### config.mk
export PLATFORM = sky130hd
export DESIGN_NAME = majority_vote_scheduler
export DESIGN_NICKNAME = d
export VERILOG_FILES = /design/src/rtl/vote_pkg.sv /design/src/rtl/rr_arbiter.sv /design/src/rtl/majority_vote_scheduler.sv
export SDC_FILE = /design/constraint.sdc
export NUM_CORES = 1
export LEC_CHECK = 0
export ABC_AREA = 0
export ABC_CLOCK_PERIOD_IN_PS = 9000
export BUFFER_PORTS_ARGS = -buffer_cell sky130_fd_sc_hd__buf_4
export CORE_ASPECT_RATIO = 0.5
export CORE_UTILIZATION = 60
export CTS_BUF_LIST = sky130_fd_sc_hd__clkbuf_4 sky130_fd_sc_hd__clkbuf_8
export CTS_CLUSTER_DIAMETER = 40
export CTS_CLUSTER_SIZE = 12
export DETAILED_ROUTE_END_ITERATION = 10
export GPL_TIMING_DRIVEN = 1
export PLACE_DENSITY_LB_ADDON = 0.1
export SYNTH_ARGS = -nofsm -noshare
export SYNTH_HDL_FRONTEND = slang
export SYNTH_SLANG_ARGS = --single-unit
### constraint.sdc
create_clock -name clk -period 9 [get_ports clk]
set_input_delay 0.9 -clock clk [delete_from_list [all_inputs] [get_ports clk]]
set_output_delay 0.9 -clock clk [all_outputs]
set_load 0.01 [all_outputs]
### src/rtl/vote_pkg.sv
// Shared types and defaults for the majority-vote scheduler: FSM state
// encoding, default channel/majority/timeout sizes and the tally width.
package vote_pkg;

  localparam int DEF_SIZE     = 9;
  localparam int DEF_MAJORITY = 5;
  localparam int DEF_TIMEOUT  = 64;

  function automatic int tally_width(input int n);
    return $clog2(n + 1);
  endfunction

  localparam int TALLY_W = tally_width(DEF_SIZE);

  typedef enum logic [1:0] {
    IDLE    = 2'd0,
    COLLECT = 2'd1,
    EVAL    = 2'd2,
    DONE    = 2'd3
  } vote_state_e;

endpackage

### src/rtl/rr_arbiter.sv
// Round-robin one-hot grant over SIZE requesters, starting the search at pointer.
// Purely combinational; no backpressure of its own, the caller masks req.
module rr_arbiter #(
  parameter int SIZE = 9,
  parameter int PW   = (SIZE > 1) ? $clog2(SIZE) : 1
) (
  input  logic [SIZE-1:0] req,
  input  logic [PW-1:0]   pointer,
  output logic [SIZE-1:0] gnt
);

  always_comb begin
    int   idx;
    logic found;
    gnt   = '0;
    found = 1'b0;
    idx   = 0;
    for (int k = 0; k < SIZE; k++) begin
      idx = int'(pointer) + k;
      if (idx >= SIZE) idx = idx - SIZE;
      if (!found && req[idx]) begin
        gnt[idx] = 1'b1;
        found    = 1'b1;
      end
    end
  end

endmodule

### src/rtl/majority_vote_scheduler.sv
// Collects one vote per voter via round-robin grants, then decides tally >= MAJORITY;
// result_valid SIZE+2 cycles after start at best, held until result_ready. Timeout: VOTE_TIMEOUT_EN.
module majority_vote_scheduler
  import vote_pkg::*;
#(
  parameter int SIZE     = DEF_SIZE,
  parameter int MAJORITY = DEF_MAJORITY,
  parameter int TIMEOUT  = DEF_TIMEOUT
) (
  input  logic                       clk,
  input  logic                       rst,
  input  logic                       start,
  input  logic [SIZE-1:0]            vote_valid,
  input  logic [SIZE-1:0]            vote_data,
  output logic [SIZE-1:0]            vote_ready,
  output logic                       result,
  output logic                       result_valid,
  input  logic                       result_ready,
  output logic                       busy,
  output logic [$clog2(SIZE+1)-1:0]  tally,
  output logic [SIZE-1:0]            voted
);

  localparam int TW = tally_width(SIZE);
  localparam int PW = (SIZE > 1) ? $clog2(SIZE) : 1;

  localparam logic [1:0] ST_IDLE    = IDLE;
  localparam logic [1:0] ST_COLLECT = COLLECT;
  localparam logic [1:0] ST_EVAL    = EVAL;
  localparam logic [1:0] ST_DONE    = DONE;

  logic [1:0]      state_q, state_d;
  logic [PW-1:0]   ptr_q, ptr_nxt, gidx;
  logic [SIZE-1:0] req, gnt, voted_nxt;
  logic            accept, accept_one, timed_out;

  // Only voters that have not yet voted in this ballot may compete.
  assign req        = (state_q == ST_COLLECT) ? (vote_valid & ~voted) : '0;
  assign vote_ready = gnt;
  assign accept     = |gnt;
  assign accept_one = |(gnt & vote_data);
  assign voted_nxt  = voted | gnt;

  rr_arbiter #(.SIZE(SIZE), .PW(PW)) u_arb (
    .req     (req),
    .pointer (ptr_q),
    .gnt     (gnt)
  );

  always_comb begin
    gidx = '0;
    for (int i = 0; i < SIZE; i++) begin
      if (gnt[i]) gidx = PW'(i);
    end
  end

  assign ptr_nxt = (gidx == PW'(SIZE - 1)) ? '0 : gidx + PW'(1);

`ifdef VOTE_TIMEOUT_EN
  localparam int CW = $clog2(TIMEOUT + 1);
  logic [CW-1:0] tcnt_q;

  // Fires on the TIMEOUT-th COLLECT cycle; a vote granted in that cycle still lands.
  assign timed_out = (tcnt_q == CW'(TIMEOUT - 1));

  always_ff @(posedge clk) begin
    if (rst) begin
      tcnt_q <= '0;
    end else if (state_q == ST_IDLE && start) begin
      tcnt_q <= '0;
    end else if (state_q == ST_COLLECT && !timed_out) begin
      tcnt_q <= tcnt_q + CW'(1);
    end
  end
`else
  assign timed_out = 1'b0;
`endif

  always_comb begin
    state_d = state_q;
    case (state_q)
      ST_IDLE:    if (start) state_d = ST_COLLECT;
      // Looking at the post-acceptance mask saves a cycle on the last vote.
      ST_COLLECT: if ((&voted_nxt) || timed_out) state_d = ST_EVAL;
      ST_EVAL:    state_d = ST_DONE;
      ST_DONE:    if (result_ready) state_d = ST_IDLE;
      default:    state_d = ST_IDLE;
    endcase
  end

  always_ff @(posedge clk) begin
    if (rst) begin
      state_q <= ST_IDLE;
      ptr_q   <= '0;
      tally   <= '0;
      voted   <= '0;
      result  <= 1'b0;
    end else begin
      state_q <= state_d;
      if (state_q == ST_IDLE && start) begin
        tally <= '0;
        voted <= '0;
      end else if (accept) begin
        voted <= voted_nxt;
        tally <= tally + TW'(accept_one);
        ptr_q <= ptr_nxt;
      end
      if (state_q == ST_EVAL) begin
        result <= (int'(tally) >= MAJORITY);
      end
    end
  end

  assign result_valid = (state_q == ST_DONE);
  assign busy         = (state_q != ST_IDLE);

endmodule
==> flow_summary_export.csv <==
group,metric,value,unit
global_routing,grt_pass1_vias,7774,
global_routing,grt_max_degree,64,
die,die-area,11450,µm²
final_layout,final_util,0.6679,
sta,fin_setup_tns,0,ns
sta,fin_skew,0.008253,ns
routing,avgRoutedWirePerCell,25.82,µm
logic_synthesis,ys_seq_area_frac,0.06069,
routing,viasPerCell,7.935,
logic_synthesis,synth_edf_count,0,
global_routing,grt_pass1_wl,43.60,mm
logic_synthesis,netlist_area,6598,µm²
cts,clockBufferDepth,2,
sta,slew_violations,0,
logic_synthesis,syn_area_per_cell,6.760,µm²
cts,post_cts_buffers,0,
die,core_area,10440,µm²
global_routing,antenna_found_initial,0,
placement,dp_hpwl,22.14,mm
logic_synthesis,async_flop_share,0,
final_layout,drive_above_1_share,0.1128,
sta,setup_viol,0,
run,cap_violations,0,
outcome,outcome,"finished clean",
die,start_util,0.6318,
cts,ctsHoldBuffers,0,
final_layout,num-nets-final,1042,
cts,cts_root_buf,"clkbuf_8",
sta,fmax,132.4,MHz
logic_synthesis,ys.warnings.count,0,
final_layout,fin_area,6974,µm²
sta,fin_crit_sh,0.8390,
critical_path,critPathKind,"reg2out",
sta,fin_crit,7.551,ns
cts,clk_pin_slew,0.10,ns
global_routing,track_usage,0.4924,
sta,hold_viol,0,
critical_path,regToRegSetupSlack,1.63,ns
logic_synthesis,syn_inst,976,
die,die_h,76.15,µm
final_layout,areaGrowthSynthToFinish,5.708,%
global_routing,gr-total-overflow,0,
routing,vias,8848,
critical_path,path_max_fanout,24,
routing,drtIter0Drc,1588,
die,pin_count,47,
worst_hold_path,hold_class,"reg2reg",
critical_path,worstPathRequired,8.10,ns
placement,place_area,6919,µm²
logic_synthesis,syn_nets,1042,
logic_synthesis,synth_cell_type_count,98,
die,rows,26,
critical_path,end_kind,"output port",
sta,maxSlewHeadroom,0.1274,
sta,holdWs,0.5085,ns
cts,cts_buffers,3,
logic_synthesis,synth_seq_cells,20,
final_layout,diodes,0,
critical_path,start_kind,"register",
routing,drc,0,
routing,wl,28.79,mm
cts,cts_num_sinks,20,
routing,drt-pass1-iter-count,8,
cts,cts_tree,"done",
cts,cts_resized,0,
placement,gp_congestion,1.128,
sta,rsz0062_at_grt,"false",
routing,ant_nets,0,
cts,htree_levels,1,
sta,worst_pin_slew,1.295,ns
logic_synthesis,dominantRegCellSynth,"dfxtp_1",
placement,numPortBuffers,46,
cts,clkLatencyLatePin,0.28,ns
critical_path,arrival,6.65,ns
die,die_w,150.3,µm
logic make-up (layout without fill, tap and decap cells):
kind of cell             count (synthesis)  count (layout)  share of synthesized area
flip-flops                              20              20                    0.06069
adder cells (fa/ha/maj)                 44              44                    0.08458
XOR/XNOR                                17              17                    0.02485
buffers and inverters                  102             101                    0.06505
AO/OA/AOI/OAI                          307             307                     0.3336
multiplexers                            36              36                    0.06410
AND/OR/NAND/NOR                        450             450                     0.3672
stage by stage:
step,std cells,worst slack [ns]
6_report,1115,1.449
5_1_grt,1115,1.058
4_1_cts,1115,1.752
3_5_place_dp,1111,2.002
3_3_place_gp,1111,2.008
2_1_floorplan,976,2.706
registers in the layout, indices dropped and copies added (netlist names):
signal,cells
ptr_q,4
result,1
state_q,2
tally,4
voted,9
worst max-delay path: stages, from the launching register on:
cell and delay [ns]:
dfxtp_2 0.37, inv_1 0.06, buf_4 0.32, ha_1 0.66
xor2_1 0.50, nand2_1 0.14, nand2_1 0.10, ha_1 0.27
inv_1 0.14, a31oi_2 0.74, mux2i_1 0.19, nor3_2 0.63
o211ai_2 0.33, nor3_2 0.57, nand3_1 0.34, nor3_1 0.36
a221o_1 0.42, buf_4 0.20
cells in the mapped netlist (all sizes together) (20+ instances only):
master | instances | area [µm²]
a21oi | 59 | 310.3
a31oi | 20 | 131.4
buf | 27 | 147.6
clkbuf | 34 | 127.6
dfxtp | 20 | 400.4
ha | 43 | 538.0
inv | 39 | 146.4
mux2i | 22 | 220.2
nand2 | 101 | 379.1
nand2b | 23 | 143.9
nand3 | 50 | 250.2
nor2 | 73 | 274.0
nor3 | 43 | 241.5
o21ai | 55 | 275.3
or3 | 21 | 136.4
placed cells by master (no fill, tap or decap), drive strengths merged, types with 21 or more instances in the layout:
| cell | instances |
|---|---|
| ha | 43 |
| a21oi | 59 |
| inv | 39 |
| nand2 | 101 |
| o21ai | 55 |
| nand3 | 50 |
| mux2i | 22 |
| nor3 | 43 |
| or3 | 21 |
| nor2 | 73 |
| buf | 56 |
| nand2b | 23 |
routing by layer:
metal | part of all wire | vias up | global-route usage | wire length [µm]
met5 | 0 | - | 0.01364 | 0
met1 | 0.38 | 4085 | 0.6485 | 10920
met2 | 0.38 | 858 | 0.6949 | 11030
li1 | - | 3732 | - | -
met3 | 0.19 | 173 | 0.2216 | 5449
met4 | 0.048 | 0 | 0.1758 | 1392
cell type report:
class | count | area (µm²)
multi-input combinational | 854 | 5768
fill | 916 | 3468
timing repair buffer | 56 | 420.4
sequential | 20 | 401.6
tap | 140 | 175.2
inverter | 41 | 153.9
clock buffer | 4 | 55.05
path summary, 6_finish.rpt:
kind | start | to | cells after the start
worst max-delay path | ptr_q[0] | vote_ready[3] | 17
worst min-delay path | tally[0] | tally[0] | 2
worst max register to register | ptr_q[0] | tally[2] | 24
worst min register to register | tally[0] | tally[0] | 2
Power is not shown: default switching activity piles up to over one toggle a cycle in this logic, so the estimate is an artifact.
